## src/rtl/seg_pkg.sv

```systemverilog
// Shared constants, FSM state type and counter-width helper for the segment scan multiplexer.
package seg_pkg;

   localparam int SEG_W = 7;
   localparam logic [SEG_W-1:0] SEG_OFF = 7'h00;

   typedef enum logic [1:0] {IDLE, BLANK, SHOW} scan_state_e;

   // Width needed to hold 0..div-1, never narrower than one bit.
   function automatic int cnt_width(input int div);
      return (div <= 2) ? 1 : $clog2(div);
   endfunction

endpackage

```

## src/rtl/scan_prescaler.sv

```systemverilog
// Slot-time prescaler: counts 0..SCAN_DIV-1 while enabled, synchronous clear wins over enable.
module scan_prescaler
   import seg_pkg::*;
#(
   parameter int SCAN_DIV = 50000,
   parameter int CNT_W    = cnt_width(SCAN_DIV)
) (
   input  logic             clk_i,
   input  logic             rst_ni,
   input  logic             en_i,
   input  logic             clr_i,
   output logic [CNT_W-1:0] cnt_nxt_o,
   output logic             wrap_o
);

   localparam logic [CNT_W-1:0] CNT_MAX = CNT_W'(SCAN_DIV - 1);

   logic [CNT_W-1:0] cnt_q;
   logic [CNT_W-1:0] cnt_d;

   always_comb begin
      wrap_o = en_i && !clr_i && (cnt_q == CNT_MAX);
      cnt_d  = cnt_q;
      if (clr_i || wrap_o) begin
         cnt_d = '0;
      end else if (en_i) begin
         cnt_d = cnt_q + CNT_W'(1);
      end
   end

   always_ff @(posedge clk_i or negedge rst_ni) begin
      if (!rst_ni) begin
         cnt_q <= '0;
      end else begin
         cnt_q <= cnt_d;
      end
   end

   // The mux decodes its outputs from the value being loaded, so expose the next count.
   assign cnt_nxt_o = cnt_d;

endmodule

```

## src/rtl/seg_scan_mux.sv

```systemverilog
// Time-multiplexes N_DIGITS 7-segment patterns onto one segment bus with per-slot blanking.
// Define SEG_ACTIVE_LOW_EN for common-anode boards (o_seg/o_dig inverted at the output flops).
module seg_scan_mux
   import seg_pkg::*;
#(
   parameter int N_DIGITS  = 2,
   parameter int SCAN_DIV  = 50000,
   parameter int BLANK_CYC = 500
) (
   input  logic                      i_clk,
   input  logic                      i_rst_n,
   input  logic                      i_en,
   input  logic [SEG_W*N_DIGITS-1:0] i_seg_bus,
   output logic [SEG_W-1:0]          o_seg,
   output logic [N_DIGITS-1:0]       o_dig,
   output logic                      o_frame
);

   localparam int CNT_W  = cnt_width(SCAN_DIV);
   localparam int SLOT_W = cnt_width(N_DIGITS);
   localparam logic [SLOT_W-1:0] SLOT_LAST = SLOT_W'(N_DIGITS - 1);
   localparam logic [CNT_W-1:0]  BLANK_END = CNT_W'(BLANK_CYC);

`ifdef SEG_ACTIVE_LOW_EN
   localparam logic [SEG_W-1:0]    SEG_POL = '1;
   localparam logic [N_DIGITS-1:0] DIG_POL = '1;
`else
   localparam logic [SEG_W-1:0]    SEG_POL = '0;
   localparam logic [N_DIGITS-1:0] DIG_POL = '0;
`endif

   scan_state_e                state_q, state_d;
   logic [SLOT_W-1:0]          slot_q, slot_d;
   logic [SEG_W*N_DIGITS-1:0]  snap_q, snap_d;
   logic [SEG_W-1:0]           seg_q, seg_d;
   logic [N_DIGITS-1:0]        dig_q, dig_d;
   logic                       frame_q, frame_d;

   logic             run;
   logic [CNT_W-1:0] cnt_nxt;
   logic             wrap;
   logic             in_blank;

   assign run = i_en && (state_q != IDLE);

   scan_prescaler #(
      .SCAN_DIV (SCAN_DIV),
      .CNT_W    (CNT_W)
   ) u_prescaler (
      .clk_i     (i_clk),
      .rst_ni    (i_rst_n),
      .en_i      (run),
      .clr_i     (!run),
      .cnt_nxt_o (cnt_nxt),
      .wrap_o    (wrap)
   );

   generate
      if (BLANK_CYC == 0) begin : g_no_blank
         assign in_blank = 1'b0;
      end else begin : g_blank
         assign in_blank = (cnt_nxt < BLANK_END);
      end
   endgenerate

   // Frame start (first enabled edge, or last slot wrapping) is the only point the snapshot loads.
   always_comb begin
      state_d = state_q;
      slot_d  = slot_q;
      snap_d  = snap_q;
      frame_d = 1'b0;
      if (!i_en) begin
         state_d = IDLE;
         slot_d  = '0;
      end else begin
         if (state_q == IDLE) begin
            slot_d  = '0;
            frame_d = 1'b1;
         end else if (wrap) begin
            if (slot_q == SLOT_LAST) begin
               slot_d  = '0;
               frame_d = 1'b1;
            end else begin
               slot_d = slot_q + SLOT_W'(1);
            end
         end
         if (frame_d) begin
            snap_d = i_seg_bus;
         end
         state_d = in_blank ? BLANK : SHOW;
      end
   end

   always_comb begin
      seg_d = SEG_OFF;
      dig_d = '0;
      if (state_d == SHOW) begin
         for (int k = 0; k < N_DIGITS; k++) begin
            if (slot_d == SLOT_W'(k)) begin
               seg_d    = snap_d[SEG_W*k +: SEG_W];
               dig_d[k] = 1'b1;
            end
         end
      end
   end

   always_ff @(posedge i_clk or negedge i_rst_n) begin
      if (!i_rst_n) begin
         state_q <= IDLE;
         slot_q  <= '0;
         snap_q  <= '0;
         seg_q   <= SEG_OFF ^ SEG_POL;
         dig_q   <= DIG_POL;
         frame_q <= 1'b0;
      end else begin
         state_q <= state_d;
         slot_q  <= slot_d;
         snap_q  <= snap_d;
         seg_q   <= seg_d ^ SEG_POL;
         dig_q   <= dig_d ^ DIG_POL;
         frame_q <= frame_d;
      end
   end

   assign o_seg   = seg_q;
   assign o_dig   = dig_q;
   assign o_frame = frame_q;

endmodule
```

## config.mk

```make
export PLATFORM = sky130hd
export DESIGN_NAME = seg_scan_mux
export DESIGN_NICKNAME = d
export VERILOG_FILES = /design/src/rtl/seg_pkg.sv /design/src/rtl/scan_prescaler.sv /design/src/rtl/seg_scan_mux.sv
export SDC_FILE = /design/constraint.sdc
export NUM_CORES = 1
export LEC_CHECK = 0
export CAP_MARGIN = 20
export CORE_ASPECT_RATIO = 1.75
export CORE_UTILIZATION = 54
export DETAILED_ROUTE_END_ITERATION = 12
export GPL_TIMING_DRIVEN = 0
export PLACE_DENSITY = 0.79
export SLEW_MARGIN = 25
export SYNTH_ARGS = -nofsm -noshare
export SYNTH_HDL_FRONTEND = slang
export SYNTH_HIERARCHICAL = 1
export SYNTH_SLANG_ARGS = --single-unit
```

## constraint.sdc

```tcl
create_clock -name i_clk -period 2.6 [get_ports i_clk]
set_input_delay 0.39 -clock i_clk [delete_from_list [all_inputs] [get_ports i_clk]]
set_output_delay 0.39 -clock i_clk [all_outputs]
set_load 0.01 [all_outputs]
```

==> metrics.yaml <==
run_status:
  status: "finished, violations left"
  violations: "setup timing"
sta:
  slew_violations: 0
  min_period_ps: 2620
  rsz0062_at_grt: "yes"
  finalCritPeriodShare: 1.01
  setup_viol: 7
  clock.fmax_mhz: 381
  worstMarginPinSlew_ps: 425
  relSlewSlack: 0.717
  skew_ps: 4.85
  hold_violations: 0
  tns_ps: -87.3
  setup_slack_ps: -21.3
  timing.hold.ws_ps: 25.1
power:
  p_per_area_mw_per_mm2: 494
  max-vdd-ir-drop_mv: 0.616
  power_leakage_nw: 1.26
  report.power.total_w: 0.00130
global_route:
  busiest_layer: "met2"
  grt_util_met3: 0.0462
  grt_use_met2: 0.471
  met1_usage: 0.270
  grtUsageTotal: 0.258
  grt_pass1_vias: 1497
  antenna_found_initial: 0
  globalRouteOverflowTotal: 0
  grt_max_degree: 29
  grt_pass1_wl_um: 6880
logic_synthesis:
  synth_seq_cells: 43
  synth-xor-area-share: 0.0671
  synth_top_family_by_area: "simple AND/OR/NAND/NOR gates"
  yosysUniqueCellTypes: 32
  synth.avg_cell_area_um2: 11.3
  synthCells: 173
  synth_area_mm2: 0.00196
  synth-edff-count: 0
  synth_flop_cell: "dfrtp_1"
  yosysWarnings: 6
  synth-compound-area-share: 0.0677
  synth_area_leaders: "dfrtp_1 55%, mux2i_1 7.7%, xnor2_1 4.5%"
  synth_top_cell_by_area: "dfrtp_1"
  muxShareOfSynthArea: 0.0767
  synth_simple_gate_area_frac: 0.155
  synth_commonest_cells: "43 x dfrtp_1, 20 x inv_1, 20 x nor2_1, 15 x mux2i_1, 10 x xnor2_1"
  synth_fa_ha_area_frac: 0.0128
  ys_seq_area_frac: 0.550
  syn-num-nets: 192
  synthArstFlopShare: 1.00
  yosysTopAreaCellShare: 0.550
  synth.most_common_cell: "dfrtp_1"
layout:
  multi_input_area_um2: 902
  n_antenna_cell: 0
  register_area_mm2: 0.00108
  design_area_mm2: 0.00263
  layout-drive-gt1-share: 0.233
  fillCellCount: 242
  fin_util: 0.767
  synthToLayoutAreaGrowth_pct: 34.4
  nets: 233
job:
  maxCapViolations: 0
place:
  routabilityCongestion: 0.812
  port_buffers: 26
  dpl.hpwl_um: 3040
  place_area_mm2: 0.00229
clock_tree:
  cts-root-buf: "clkbuf_8"
  cts_buffers: 5
  cts.sinks: 43
  insertion_delay_ps: 290
  cts_buffer_depth: 2
  cts_tree: "done"
  h-tree-depth: 2
  clk_pin_slew_ps: 80
floorplanning:
  core_mm2: 0.00343
  num_io_pins: 27
  dieArea_mm2: 0.00388
  die_y_um: 81.7
  initial_core_util: 0.570
  die_w_um: 47.5
  rows: 28
worst_setup_path:
  end_kind: "flip-flop"
  cp_max_fo: 8
  rr_endpoint: "o_seg[5]$_DFF_PN0_"
  ff2ff_setup_slack_ps: -20
  worst_r2r_path_depth: 13
  arrival_ps: 2790
  start_kind: "flip-flop"
  critical_path_class: "reg -> reg"
  required_ps: 2770
  regToRegStartpoint: "state_q[0]$_DFF_PN0_"
routing:
  route.detailed.drc: 0
  routedWlPerCell_um: 17.8
  via_per_inst: 5.62
  dr.pass1.iters: 4
  dr_total_vias: 1461
  drt_iter0_drc: 47
  antenna_left: 0
  drt_wl_total_um: 4630
hold_path:
  hp-class: "in -> async"
-- power breakdown --
group          leakage, nW  internal (W)  switching (W)
sequential           0.566      0.000702      0.0000127
clock               0.0515      0.000242       0.000210
combinational        0.645     0.0000621      0.0000718
total                 1.26       0.00101       0.000295
-- per-stage QoR --
stage | setup WS, ps | cells
CTS | 2.89 | 254
floorplan | 217 | 173
finish | -21.3 | 260
detailed placement | -918 | 245
global placement | -901 | 244
global route | -118 | 260
-- worst max-delay path, stage by stage (launching register included) --
cell and delay (ps):
dfrtp_1 400, o21ai_4 90, inv_2 70, buf_6 100
nand4_1 170, buf_2 220, nor4_1 390, xnor2_1 170
nor2_1 90, nor3_2 170, nand2_2 130, o211ai_4 240
buf_12 170, o22ai_2 80
-- registers in the layout (all words and copies together) (netlist names) --
signal / count
slot_q: 1
snap_q: 14
state_q: 2
o_seg: 7
u_prescaler/cnt_q: 16
o_frame: 1
o_dig: 2
-- placed cells by master (no fill, tap or decap), drive strengths merged, types with 2 or more instances in the layout --
master         count
buf               16
clkbuf             8
clkdlybuf4s50     24
dfrtp             43
ha                 2
inv               20
mux2i             15
nand2              9
nand3              2
nand4              9
nor2              20
nor3               3
nor4               7
nor4b              2
o21ai              4
o22ai              7
or2                2
xnor2             10
xor2               5
-- final cells by class --
type / instances / area share
flip-flops and latches: 43 / 0.409
multi-input cells: 103 / 0.343
repair buffers: 35 / 0.134
clock buffers: 8 / 0.0380
inverters: 21 / 0.0304
plain buffers: 5 / 0.0247
well taps: 45 / 0.0214
-- timing repair --
item	in CTS	in global routing
cloned	0	1
setup endpoints to repair	20	10
buffers inserted	1	6
hold buffers	0	0
pin swaps	4	19
gates resized for setup	16	18
-- logic make-up after synthesis --
| logic type | after synthesis |
|---|---|
| buf+inv | 27 |
| flops | 43 |
| xor+xnor | 15 |
| fa+ha+maj | 2 |
| compound gates | 13 |
| mux | 15 |
| simple gates | 58 |
-- per-layer routing --
layer	up-vias	wire length, µm
li1	662	-
met1	731	1560
met2	52	2750
met3	16	162
met4	0	153
met5	-	0
-- how the worst max path moves through the flow --
stage / startpoint / endpoint / slack, ps / cells after the start
floorplan: i_en / o_seg[0]$_DFF_PN0_ / 220 / 12
global placement: i_en / o_seg[4]$_DFF_PN0_ / -900 / 13
detailed placement: i_en / o_seg[4]$_DFF_PN0_ / -920 / 13
CTS: state_q[0]$_DFF_PN0_ / o_seg[4]$_DFF_PN0_ / 3 / 12
global route: u_prescaler/cnt_q[0]$_DFF_PN0_ / o_seg[3]$_DFF_PN0_ / -120 / 10
finish: state_q[0]$_DFF_PN0_ / o_seg[5]$_DFF_PN0_ / -20 / 13
(Power assumes the default switching activity.)
